## config.mk

```make
export PLATFORM = sky130hd
export DESIGN_NAME = if_fetch_unit
export DESIGN_NICKNAME = d
export VERILOG_FILES = /design/src/rtl/if_fetch_unit.sv
export SDC_FILE = /design/constraint.sdc
export NUM_CORES = 1
export LEC_CHECK = 0
export CORE_AREA = 2 2 148 150
export CTS_CLUSTER_DIAMETER = 40
export CTS_CLUSTER_SIZE = 40
export DETAILED_ROUTE_END_ITERATION = 16
export DIE_AREA = 0 0 150 152
export PLACE_DENSITY = 0.69
export REMOVE_ABC_BUFFERS = 1
export SLEW_MARGIN = 10
export SYNTH_ARGS = -nofsm -noshare
export SYNTH_HDL_FRONTEND = slang
export SYNTH_SLANG_ARGS = --single-unit
```

## constraint.sdc

```tcl
create_clock -name clk -period 14 [get_ports clk]
set_input_delay 2.1 -clock clk [delete_from_list [all_inputs] [get_ports clk]]
set_output_delay 2.1 -clock clk [all_outputs]
set_load 0.1 [all_outputs]
```

## src/rtl/if_fetch_unit.sv

```systemverilog
// rtl/if_fetch_unit.sv - instruction fetch stage with in-order queue and redirect
// Owns the PC, issues fetches, buffers in-order responses, drops wrong-path words.
module if_fetch_unit #(
   parameter int              XLEN       = 32,
   parameter logic [XLEN-1:0] RESET_ADDR = '0,
   parameter int              DEPTH      = 2
) (
   input  logic            clk,
   input  logic            rst,
   input  logic            pc_jump,
   input  logic [XLEN-1:0] pc_jump_addr,
   output logic            imem_req_valid,
   input  logic            imem_req_ready,
   output logic [XLEN-1:0] imem_req_addr,
   input  logic            imem_resp_valid,
   input  logic [XLEN-1:0] imem_resp_data,
   output logic            inst_valid,
   input  logic            inst_ready,
   output logic [XLEN-1:0] inst,
   output logic [XLEN-1:0] inst_addr
);

   localparam int PW = (DEPTH > 1) ? $clog2(DEPTH) : 1;
   localparam int QN = 1 << PW;
   localparam int CW = $clog2(DEPTH + 1);
   localparam logic [XLEN-1:0] NOP = XLEN'(32'h0000_0013);

   logic [XLEN-1:0] pc;
   logic [XLEN-1:0] q_data [QN];
   logic [XLEN-1:0] q_addr [QN];
   logic [PW-1:0]   q_head, q_tail;
   logic [CW-1:0]   q_count;
   // PCs of issued requests, popped one per response (kept or dropped)
   logic [XLEN-1:0] f_addr [QN];
   logic [PW-1:0]   f_head, f_tail;
   logic [CW-1:0]   outstanding, drop_cnt, outstanding_next;
   logic [CW:0]     credit_used;
   logic            req_fire, resp_fire, push, pop;
   logic            unused_bits;

   assign unused_bits      = ^pc_jump_addr[1:0];
   assign credit_used      = {1'b0, q_count} + {1'b0, outstanding};
   assign imem_req_valid   = !rst && (credit_used < (CW+1)'(DEPTH));
   assign imem_req_addr    = pc;
   assign req_fire         = imem_req_valid && imem_req_ready;
   assign resp_fire        = imem_resp_valid && (outstanding != '0);
   assign push             = resp_fire && (drop_cnt == '0);
   assign inst_valid       = (q_count != '0);
   assign pop              = inst_valid && inst_ready;
   assign inst             = inst_valid ? q_data[q_head] : NOP;
   assign inst_addr        = inst_valid ? q_addr[q_head] : '0;
   assign outstanding_next = outstanding + CW'(req_fire) - CW'(resp_fire);

   always_ff @(posedge clk) begin
      if (rst) begin
         pc          <= RESET_ADDR;
         q_head      <= '0;
         q_tail      <= '0;
         q_count     <= '0;
         f_head      <= '0;
         f_tail      <= '0;
         outstanding <= '0;
         drop_cnt    <= '0;
      end else begin
         assert (credit_used <= (CW+1)'(DEPTH));
         assert (drop_cnt <= outstanding);
         outstanding <= outstanding_next;
         if (req_fire)  f_tail <= f_tail + PW'(1);
         if (resp_fire) f_head <= f_head + PW'(1);
         if (pc_jump) begin
            // every request still in flight after this edge belongs to the old path
            pc       <= {pc_jump_addr[XLEN-1:2], 2'b00};
            q_head   <= '0;
            q_tail   <= '0;
            q_count  <= '0;
            drop_cnt <= outstanding_next;
         end else begin
            if (req_fire) pc <= pc + XLEN'(4);
            if (push)     q_tail <= q_tail + PW'(1);
            if (pop)      q_head <= q_head + PW'(1);
            q_count <= q_count + CW'(push) - CW'(pop);
            if (resp_fire && (drop_cnt != '0)) drop_cnt <= drop_cnt - CW'(1);
         end
      end
   end

   always_ff @(posedge clk) begin
      if (!rst && req_fire) f_addr[f_tail] <= pc;
      if (!rst && !pc_jump && push) begin
         q_data[q_tail] <= imem_resp_data;
         q_addr[q_tail] <= f_addr[f_head];
      end
   end

endmodule

```

; ---- Word level (Yosys, flattened, before mapping)
; Memory sizes are Yosys's and may differ from the RTL's. A register that Yosys moved wholly into a read port is not among the register bits.
; Cells that the tools add are included.
[totals]
register_bits = 42
mem_bits_rw = 192
input_bits = 70
out_inout_bits = 98
mem_count = 3
[op_classes]
n_addsub = 11
order_cmp = 1
n_mux = 16
n_reduce_logical = 18
[memory_table]
columns = name, words, word_bits, rd, rd_clocked_by_memory_dff, write_ports, line_no
row1 = f_addr, 2, 32, 1, 1, 1, 34  ; logic [XLEN-1:0] f_addr [QN];
row2 = q_addr, 2, 32, 1, 1, 1, 30  ; logic [XLEN-1:0] q_addr [QN];
row3 = q_data, 2, 32, 1, 1, 1, 29  ; logic [XLEN-1:0] q_data [QN];
[ops]
columns = operator, n
row1 = $mux 32, 4
row2 = $add 32x3->32 const B, 1
row3 = $mux 1, 10
row4 = $reduce_bool 2->1, 5
row5 = $logic_and 1x1->1, 9
row6 = $add 1x1->1 const B, 4
row7 = $add 2x1->2, 2
row8 = $mux 2, 2
row9 = $sub 2x1->2, 2
row10 = $add 2x2->3, 1
row11 = $lt 3x2->1 const B, 1
row12 = $logic_not 1->1, 2
row13 = $logic_not 2->1, 1
row14 = $reduce_or 2->1, 1
row15 = $sub 2x1->2 const B, 1

; ---- Logic depth before layout (Yosys ltp)
; Gate-level depths: netlist of the first run.
[depth]
depth_word = 7
depth_mapped = 13
depth_no_buf = 11

; ---- Least setup slack after synthesis of the first run
; OpenSTA, ideal clock, no wires.
[synth_path]
path_type = input -> register
start = input port pc_jump
end = memory q_addr[1][10], enable pin
setup_ns = 0.657
arrival_ns = 8.989
required_time_ns = 13.343
slack_ns = 4.354
stages = 3
n_path_buf = 2
path_cell_list = clkbuf_1 buf_1 nor4b_1
[synth_via]
elab_chain_len = 5
[synth_lines]
columns = element, line_no
row1 = "start, declared", 10  ; input logic pc_jump,
row2 = $logic_not 1->1, 89  ; if (!rst && !pc_jump && push) begin
row3 = $logic_and 1x1->1 (2 in a row), 89
row4 = $mux 1, 89
row5 = $mux 1 (not written as such), 91  ; q_addr[q_tail] <= f_addr[f_head];
row6 = "end, declared", 30
; Every way passes these cells.

; ---- Final worst setup path of the first run
[layout_path]
start = input port rst
end = output port imem_req_valid
[layout_via]
elab_chain_len = 2
[layout_lines]
columns = element, line_no
row1 = "start, declared", 9  ; input logic rst,
row2 = $logic_not 1->1, 43  ; assign imem_req_valid = !rst && (credit_used < (CW+1)'(DEPTH));
row3 = $logic_and 1x1->1, 43
row4 = "end, declared", 12  ; output logic imem_req_valid,
; Every way passes these cells.

==> reports/summary.txt, run 1 <==
Cell class contributing the biggest share of worst-path delay - buffers and inverters
Count of TritonRoute iterations in the first routing pass - 5
Total count of hold-check failures in the final report - 0
Latest clock arrival within the worst-skew pair - 0.53 ns
Kind of start point of the critical path - input pin
Library cell with the largest summed area after synthesis - edfxtp_1
Worst Hold Margin - 0.512 ns
Worst Tran Pin Value - 1.06 ns
Width of the die - 150 microns
Setup repair after global routing missed its margin - false
Post-synth EDFFs - 184
Most used cells in the layout excluding fill and tap cells - edfxtp_1, clkdlybuf4s50_1, nor2_1
Initial antenna violation count - 0
Starting DRC count in detailed routing - 315
Fin worst setup slack - 7.42 ns
Async set or reset register ratio after synthesis - 0%
Total stage count of the critical path - 5
Post-placement worst setup slack - 7.44 ns
Synth Register Bits - 226
Start-to-end type of the worst setup path - in -> out
Diode insertion count for antenna repair - 0
GRT Overall Usage - 17.8%
Number of global-route vias before repair - 5808
Placed wire-length estimate - 13000 microns
Netlist area before placement - 0.00943 sq mm
Fin. max-slew vios - 0
Number of clock sinks seen by CTS - 226
Crit-path max cell delay - 1.15 ns
Final number of setup-violating endpoints - 0
Number of cells on the worst reg-to-reg path - 11
Ranking of synthesized cells by area - edfxtp_1, dfxtp_1, mux2i_1
Total negative slack for setup checks - 0 ns
Number of ports placed on the die boundary - 168
Peak VDD IR - 0.000104 V
Post-synthesis instance total - 671
Antenna Violating Nets Remaining - 0
Wirelength, routed - 20800 microns
Tightest slew margin relative to the limit - 29.2%
Net total in the final layout - 915
Top-area cell type share of the netlist area - 58.6%
Number of buffers between clock root and the deepest sink - 3
Commonest non-fill, non-tap cell in the layout - edfxtp_1
Number of distinct library cells after synthesis - 63
Synthesized area per cell - 14.1 sq um
Pwr/cell area - 163 mW/mm^2
Arrival time at the worst endpoint - 4.48 ns
Startpoint of the most critical register-to-register path - q_count[0]
Clk Tree Root Cell - clkbuf_16
Routability-driven placement congestion ratio - 0.797
Buffers & Inverters on Critical Path - 4
Worst reg2reg endpoint - drop_cnt[1]
Critical Path Sink Type - primary output
Wire length per cell after detailed routing - 18.2 microns
Total number of H-tree levels - 1
Aggregate global routing overflow - 0
Number of core rows - 54
# hold bufs at CTS - 0
Post-synthesis sequential area ratio - 67.5%
Crit path time final - 6.58 ns
Worst clock skew - 0.00964 ns
Data required time of the critical path - 11.90 ns
Wire length of the first global-routing pass - 31900 microns
Final routed DRC violation total - 0
Highest Clock Rate - 152 MHz
Total via count after detailed routing - 6026
Synthesis-to-finish area growth - 31.0%
Worst-case register-to-register setup slack - 10.22 ns
Share of the cycle needed by the critical path after routing - 47.0%
Crit-path cells - clkdlybuf4s50_1 > buf_4 > or3_4 > inv_1 > clkdlybuf4s50_1
Worst min-delay path category - reg -> reg
Result of the run - completed
Dominant register cell in the synthesized netlist - edfxtp_1
Max-Cap Viols - 0
Maximum fanout along the worst path - 39
Cell with the largest stage delay on the worst path - clkdlybuf4s50_1
Average vias per placed instance - 5.29
Die Y - 152 microns
Crit. Startpoint - rst
Standard cell core area - 0.0214 sq mm
Postcts setup bufs - 0
Leakage - 4.02 nW
Warnings, synthesis - 0
Clock slew at reported path FFs - 0.05 ns
End of the critical path - imem_req_valid
Initial core utilization - 44.2%
Resized cells post-CTS - 0
Fraction of layout cells with a size suffix above 1 - 12.1%
Number of buffer cells added on primary ports - 161
Area of the die - 0.0228 sq mm
Clock buffers created by TritonCTS - 28
Most used cell, CP - clkdlybuf4s50_1
TritonCTS clock tree - built
Largest net degree at the start of global routing - 44
## worst register-to-register path, cell delays in order, from the launching register on
cell and delay, ns:
dfxtp_1 0.39, and2_1 0.17, fa_1 0.46, nor4b_4 0.88
inv_2 0.49, ha_1 0.44, inv_1 0.04, ha_1 0.18
xor2_1 0.20, xnor2_1 0.18, nor2_1 0.07, o21a_1 0.19
## flip-flops by register name, summed over array words and instances (netlist names), named ones only
name,flops
drop_cnt,2
f_addr,60
f_head,1
f_tail,1
imem_req_addr,30
outstanding,2
q_addr,60
q_count,2
q_data,64
q_head,1
q_tail,1
## power by group
group	internal, mW	leakage, nW	switching, mW	total, mW
Clock	0.476	0.478	0.280	0.757
Sequential	0.787	2.03	0.0287	0.816
Combinational	0.130	1.52	0.317	0.446
## metal layers
layer	track usage, %	vias to the layer above	part of all wire (%)
li1	-	2888	-
met1	23.6	2899	43
met2	29.9	213	48
met3	3.78	26	7.2
met4	4.36	0	1.7
met5	0	-	0
## kinds of logic after synthesis
| kind of cell | count (synthesis) | synth area share (%) |
|---|---|---|
| AND/OR/NAND/NOR | 204 | 11.6 |
| flip-flops | 226 | 67.5 |
| multiplexers | 92 | 10.2 |
| other | 1 | 0.0398 |
| buffers and inverters | 55 | 2.45 |
| AO/OA/AOI/OAI | 65 | 5.27 |
| XOR/XNOR | 21 | 1.95 |
| adder cells (fa/ha/maj) | 7 | 1.01 |
## stage by stage
| stage | utilization (%) | total power, mW | instance area, sq um | instances |
|---|---|---|---|---|
| after floorplan | - | 1.15 | 9270 | 635 |
| after global placement | 53.1 | 1.27 | 11300 | 1088 |
| after detailed placement | 53.1 | 1.28 | 11300 | 1088 |
| after CTS | 57.8 | 2.04 | 12300 | 1139 |
| after global routing | 57.8 | 2.09 | 12300 | 1139 |
| final | 57.8 | 2.02 | 12300 | 1139 |
## synthesized netlist by cell type (2+ instances only)
library cell	count
nor3b_1	2
o31a_1	3
or4b_2	2
o311ai_0	2
nand2b_1	2
buf_1	10
buf_4	4
xor2_1	11
mux2i_1	62
buf_2	2
o21ai_0	6
nand4_1	18
nor4_1	8
inv_1	14
or4_1	7
nor3_1	12
o21a_1	3
a311oi_1	2
and4_1	4
xnor2_1	10
nand3_1	14
a31oi_1	11
dfxtp_1	42
nand2_1	18
o22ai_1	5
nor2_1	83
and3_1	7
o211ai_1	10
and2_1	13
a211oi_1	9
clkbuf_1	22
nor4b_1	2
ha_1	6
edfxtp_1	184
mux2_2	30
o2111a_1	4
## layout make-up
type                            instances  area (sq um)
Tap cell                              280           350
Timing Repair Buffer                  173          1700
Inverter                               16          60.1
Clock inverter                         17           259
Fill cell                            1736          9000
Sequential cell                       226          6370
Multi-Input combinational cell        393          2870
Clock buffer                           34           743
## how the worst min path moves through the flow
| stage | slack [ns] | start | cells past startpoint | endpoint |
|---|---|---|---|---|
| global placement | 0.49 | f_head | 2 | register |
| finish | 0.51 | f_head | 2 | f_head |
| global route | 0.54 | f_head | 2 | f_head |
| floorplan | 0.48 | f_head | 2 | register |
| CTS | 0.52 | f_head | 2 | f_head |
| detailed placement | 0.50 | f_head | 2 | f_head |
Note: power is estimated with default switching activity, not from simulation.
==> run 2, diff against run 1 <==
PLACE_DENSITY = 0.72   (was 0.69)
clock period = 5.5 ns   (was 14 ns; I/O delays follow)
==> run 2 against run 1 <==
  * Non-clock buffer count is 3 higher
  * Flip-flop and latch count stayed put
  * Highest routed layer unchanged
  * Worst setup slack worse by 6.0 ns
  * Worst hold slack better by 0.0088 ns
  * Critical endpoint is now inst[25]
  * Utilization hardly changed
  * Via count is 0.80% higher
  * Critical path depth is 1 lower
  * Register-to-register slack worse by 8.0 ns
  * Sequential share of layout area hardly changed
  * Power grew to 2.5 times the previous value
==> reports/summary.txt, run 2 (same netlist as run 1, synthesis figures left out) <==
Worst-case register-to-register setup slack - 2.19 ns (-8.03 ns)
Cell with the largest stage delay on the worst path - clkdlybuf4s50_1
Wire length of the first global-routing pass - 32300 microns (+1.3%)
Most used cells in the layout excluding fill and tap cells - edfxtp_1, clkdlybuf4s50_1, nor2_1
Total via count after detailed routing - 6074 (+0.80%)
Antenna Violating Nets Remaining - 0 (unchanged)
Highest Clock Rate - 243 MHz
Regs by FF count - q_data x64, f_addr x60, q_addr x60
Start-to-end type of the worst setup path - reg -> out
Power after layout - 5.07 mW (+150%)
Result of the run - completed
# hold bufs at CTS - 0 (unchanged)
Number of buffers between clock root and the deepest sink - 3 (unchanged)
Starting DRC count in detailed routing - 352 (+12%)
Final routed DRC violation total - 0 (unchanged)
Fraction of layout cells with a size suffix above 1 - 13.0% (+0.87 points)
Count of TritonRoute iterations in the first routing pass - 5 (unchanged)
Number of buffer cells added on primary ports - 161 (unchanged)
Initial antenna violation count - 0 (unchanged)
GRT Overall Usage - 18.1% (+0.34 points)
Worst reg2reg endpoint - f_addr[0][14]
Commonest non-fill, non-tap cell in the layout - edfxtp_1
Total number of H-tree levels - 1 (unchanged)
Latest clock arrival within the worst-skew pair - 0.53 ns (about the same)
Sink of the worst hold path - f_head
Clock buffers created by TritonCTS - 28 (unchanged)
Final Instance Area - 0.0123 sq mm (about the same)
Aggregate global routing overflow - 0 (unchanged)
Routability-driven placement congestion ratio - 0.821 (+3.0%)
Clock slew at reported path FFs - 0.06 ns (about the same)
Total count of hold-check failures in the final report - 0 (unchanged)
Postcts setup bufs - 0 (unchanged)
Placed wire-length estimate - 13600 microns (+5.1%)
Clk Tree Root Cell - clkbuf_16
Average vias per placed instance - 5.31 (+0.44%)
Worst Tran Pin Value - 1.04 ns (-0.0179 ns)
Initial core utilization - 44.2% (unchanged)
Number of core rows - 54 (unchanged)
Arrival time at the worst endpoint - 3.29 ns (-1.19 ns)
Tightest slew margin relative to the limit - 30.4% (+1.2 points)
Number of cells on the worst reg-to-reg path - 7 (-4)
Startpoint of the most critical register-to-register path - q_count[0]
Worst clock skew - 0.0195 ns (+0.00987 ns)
Width of the die - 150 microns (unchanged)
Crit-path cells - buf_4 > mux2i_1 > nor2_1 > clkdlybuf4s50_1
Hold depth - 2 (unchanged)
TritonCTS clock tree - built
Standard cell core area - 0.0214 sq mm (unchanged)
Data required time of the critical path - 4.68 ns (-7.22 ns)
Final number of setup-violating endpoints - 0 (unchanged)
Pwr/cell area - 411 mW/mm^2 (+150%)
Leakage - 4.03 nW (+0.22%)
Crit path time final - 4.11 ns
Most flop-heavy register - q_data
Maximum fanout along the worst path - 50 (+28%)
Setup repair after global routing missed its margin - false
Synthesis-to-finish area growth - 30.9% (about the same)
Diode insertion count for antenna repair - 0 (unchanged)
Number of clock sinks seen by CTS - 226 (unchanged)
Start point of the worst min-delay path - f_head
Largest net degree at the start of global routing - 51 (+16%)
Crit-path max cell delay - 1.14 ns (about the same)
Net total in the final layout - 918 (+0.33%)
Worst min-delay path category - reg -> reg
Number of global-route vias before repair - 5807 (-0.017%)
Wire length per cell after detailed routing - 18.4 microns (+1.1%)
Fin. max-slew vios - 0 (unchanged)
Number of flip-flops under the largest register name - 64 (unchanged)
Share of the cycle needed by the critical path after routing - 74.7%
Wirelength, routed - 21100 microns (+1.4%)
Resized cells post-CTS - 0 (unchanged)
Die Y - 152 microns (unchanged)
Max-Cap Viols - 0 (unchanged)
Placed cell areas - 0.0114 sq mm (+0.18%)
Number of ports placed on the die boundary - 168 (unchanged)
Peak VDD IR - 0.000230 V (+120%)
Kind of start point of the critical path - register
Area of the die - 0.0228 sq mm (unchanged)
Critical Path Sink Type - primary output
-- run 2: cell types whose count changed in the layout (fill, tap and decap cells not counted), moves of 2 or more --
| cell | previous run | this run |
|---|---|---|
| inv_8 | 2 | 7 |
| buf_4 | 12 | 16 |
| bufinv_16 | 5 | 1 |
| clkbuf_1 | 4 | 1 |
| clkbuf_8 | 2 | 0 |
| inv_12 | 0 | 2 |
-- run 2: final cells by class --
| cell class | instances | area (sq um) |
|---|---|---|
| Fill cell | 1738 | 9000 |
| Multi-Input combinational cell | 393 | 2870 |
| Clock buffer | 30 | 729 |
| Inverter | 16 | 60.1 |
| Tap cell | 280 | 350 |
| Timing Repair Buffer | 176 | 1720 |
| Sequential cell | 226 | 6370 |
| Clock inverter | 22 | 249 |
-- run 2: worst max-delay path by stage --
stage	to	startpoint	cells past startpoint	slack [ns]
finish	inst[25]	register	4	1.39
global route	inst[25]	register	4	1.21
CTS	inst[25]	register	4	1.34
detailed placement	f_addr[0][2]	imem_req_ready	6	1.81
global placement	inst[25]	register	4	1.89
floorplan	q_addr[1][10]	imem_resp_valid	4	-2.73
-- run 2: worst max-delay path, delay by kind of cell (launching register included) --
| family | cells | cell delay [ns] |
|---|---|---|
| buf+inv | 2 | 1.53 |
| flops | 1 | 0.98 |
| mux | 1 | 0.11 |
| simple gates | 1 | 0.10 |
-- run 2: layer usage --
metal  global-route usage [%]  vias up  wire length [microns]
met2                     30.4      217                  10200
met5                        0        -                      0
met3                     3.42       36                   1450
li1                         -     2895                      -
met4                     4.72        0                    412
met1                     24.3     2926                   8980
-- run 2: where the power goes --
group	total, mW	leakage [nW]	internal, mW	switching [mW]
logic	1.12	1.53	0.333	0.785
registers	2.09	2.03	2.00	0.0903
clock network	1.86	0.471	1.07	0.795
total	5.07	4.03	3.40	1.67
-- run 2: stage by stage --
step	hold WS [ns]	util (%)	setup slack [ns]	instances	setup TNS [ns]
after floorplan	0.481	-	-2.73	635	-304.98
after global placement	0.494	53.2	1.89	1091	0
after detailed placement	0.497	53.2	1.81	1091	0
after CTS	0.518	57.8	1.34	1143	0
after global routing	0.551	57.8	1.21	1143	0
final	0.520	57.8	1.39	1143	0
==> run 3, diff against run 2 <==
PLACE_DENSITY = 0.69   (was 0.72)
clock period = 3.86 ns   (was 5.5 ns; I/O delays follow)
==> run 3 against run 2 <==
  * Power rose by 40%
  * Utilization down 0.56 points
  * Worst hold slack got worse by 0.0039 ns
  * Critical path depth is 1 lower
  * Sequential share of layout area increased by 0.51 points
  * Final cell count about the same
  * Critical path type unchanged
  * Largest cell class unchanged
  * Largest power group unchanged
==> reports/summary.txt, run 3 (same netlist as run 1, synthesis figures left out) <==
Result of the run - completed
Regs by FF count - q_data x64, f_addr x60, q_addr x60
Latest clock arrival within the worst-skew pair - 0.52 ns (about the same)
Clk Tree Root Cell - clkbuf_16
Share of the cycle needed by the critical path after routing - 78.1%
Number of core rows - 54 (unchanged)
Count of TritonRoute iterations in the first routing pass - 5 (unchanged)
Data required time of the critical path - 3.28 ns (-1.40 ns)
Leakage - 4.14 nW (+2.8%)
Width of the die - 150 microns (unchanged)
Number of buffers between clock root and the deepest sink - 3 (unchanged)
Antenna Violating Nets Remaining - 0 (unchanged)
Most used cells in the layout excluding fill and tap cells - edfxtp_1, clkdlybuf4s50_1, nor2_1
Number of clock sinks seen by CTS - 226 (unchanged)
Initial antenna violation count - 0 (unchanged)
Die Y - 152 microns (unchanged)
Number of ports placed on the die boundary - 168 (unchanged)
Worst Tran Pin Value - 1.04 ns (+0.00224 ns)
Kind of start point of the critical path - register
Wire length of the first global-routing pass - 31200 microns (-3.6%)
Arrival time at the worst endpoint - 2.44 ns (-0.85 ns)
Area of the die - 0.0228 sq mm (unchanged)
Largest net degree at the start of global routing - 47 (-7.8%)
Fin. max-slew vios - 0 (unchanged)
Start-to-end type of the worst setup path - reg -> out
Crit path time final - 3.02 ns
Diode insertion count for antenna repair - 0 (unchanged)
Postcts setup bufs - 0 (unchanged)
Final routed DRC violation total - 0 (unchanged)
Most flop-heavy register - q_data
Clock slew at reported path FFs - 0.07 ns (about the same)
Max-Cap Viols - 0 (unchanged)
Synthesis-to-finish area growth - 29.7%
Net total in the final layout - 919 (+0.11%)
Total via count after detailed routing - 6031 (-0.71%)
TritonCTS clock tree - built
Worst min-delay path category - reg -> reg
Total number of H-tree levels - 1 (unchanged)
Tightest slew margin relative to the limit - 30.3% (-0.15 points)
Worst clock skew - 0.0268 ns (+0.00727 ns)
Routability-driven placement congestion ratio - 0.832 (+1.4%)
Number of flip-flops under the largest register name - 64 (unchanged)
Worst Hold Margin - 0.517 ns (-0.00389 ns)
Total count of hold-check failures in the final report - 0 (unchanged)
Highest Clock Rate - 332 MHz
Wirelength, routed - 20100 microns (-4.6%)
Power after layout - 7.12 mW (+40%)
Average vias per placed instance - 5.28 (-0.62%)
Commonest non-fill, non-tap cell in the layout - edfxtp_1
Standard cell core area - 0.0214 sq mm (unchanged)
Starting DRC count in detailed routing - 314 (-11%)
Setup repair after global routing missed its margin - false
Critical Path Sink Type - primary output
# hold bufs at CTS - 0 (unchanged)
Wire length per cell after detailed routing - 17.6 microns (-4.5%)
Aggregate global routing overflow - 0 (unchanged)
Pwr/cell area - 582 mW/mm^2 (+42%)
Initial core utilization - 44.2% (unchanged)
Number of global-route vias before repair - 5816 (+0.15%)
Fraction of layout cells with a size suffix above 1 - 19.6% (+6.6 points)
Resized cells post-CTS - 0 (unchanged)
Maximum fanout along the worst path - 17 (-66%)
Clock buffers created by TritonCTS - 26 (-7.1%)
GRT Overall Usage - 17.4% (-0.77 points)
Placed wire-length estimate - 13200 microns (-2.9%)
Final number of setup-violating endpoints - 0 (unchanged)
Number of buffer cells added on primary ports - 161 (unchanged)
Peak VDD IR - 0.000342 V (+49%)
[run 3: cell types whose count changed in the layout (fill, tap and decap cells not counted), sizes merged]
cell           delta
clkbuf            -1
clkinv            +3
clkdlybuf4s50    -58
bufinv            +2
buf              +61
inv               -8
[run 3: layer usage]
layer / GRT usage, % / vias to the layer above / wire [microns]
met5: 0 / - / 0
met3: 3.36 / 22 / 1410
met4: 5.30 / 0 / 410
met2: 28.6 / 195 / 9820
li1: - / 2895 / -
met1: 23.3 / 2919 / 8450
[run 3: worst paths after layout]
kind,start,endpoint,slack (ns),depth (start not counted)
max,register,inst[20],0.84,3
min,f_head,f_head,0.52,2
max reg2reg,q_count[0],imem_req_addr[26],1.26,7
min reg2reg,f_head,f_head,0.52,2
[run 3: layout make-up]
class | instances | area, sq um
Inverter | 16 | 60.1
Multi-Input combinational cell | 393 | 2870
Clock inverter | 19 | 250
Fill cell | 1736 | 9130
Timing Repair Buffer | 179 | 1640
Sequential cell | 226 | 6370
Tap cell | 280 | 350
Clock buffer | 29 | 693
[run 3: worst max-delay path: stages (launching register included)]
cell             delay [ns]
dfxtp_4                0.54
mux2i_1                0.12
nor2_1                 0.11
clkdlybuf4s50_1        1.14
[run 3: where the power goes]
group | internal (mW) | switching, mW
sequential | 2.85 | 0.122
combinational | 0.467 | 1.12
clock | 1.54 | 1.01
[run 3: per-stage QoR]
stage	worst slack (ns)	instance area [sq um]	setup TNS, ns	util, %	cells
2_1_floorplan	-4.12	9270	-512.08	-	635
3_3_place_gp	1.13	11300	0	52.8	1094
3_5_place_dp	1.11	11300	0	52.8	1094
4_1_cts	0.779	12200	0	57.3	1142
5_1_grt	0.690	12200	0	57.3	1142
6_report	0.845	12200	0	57.3	1142
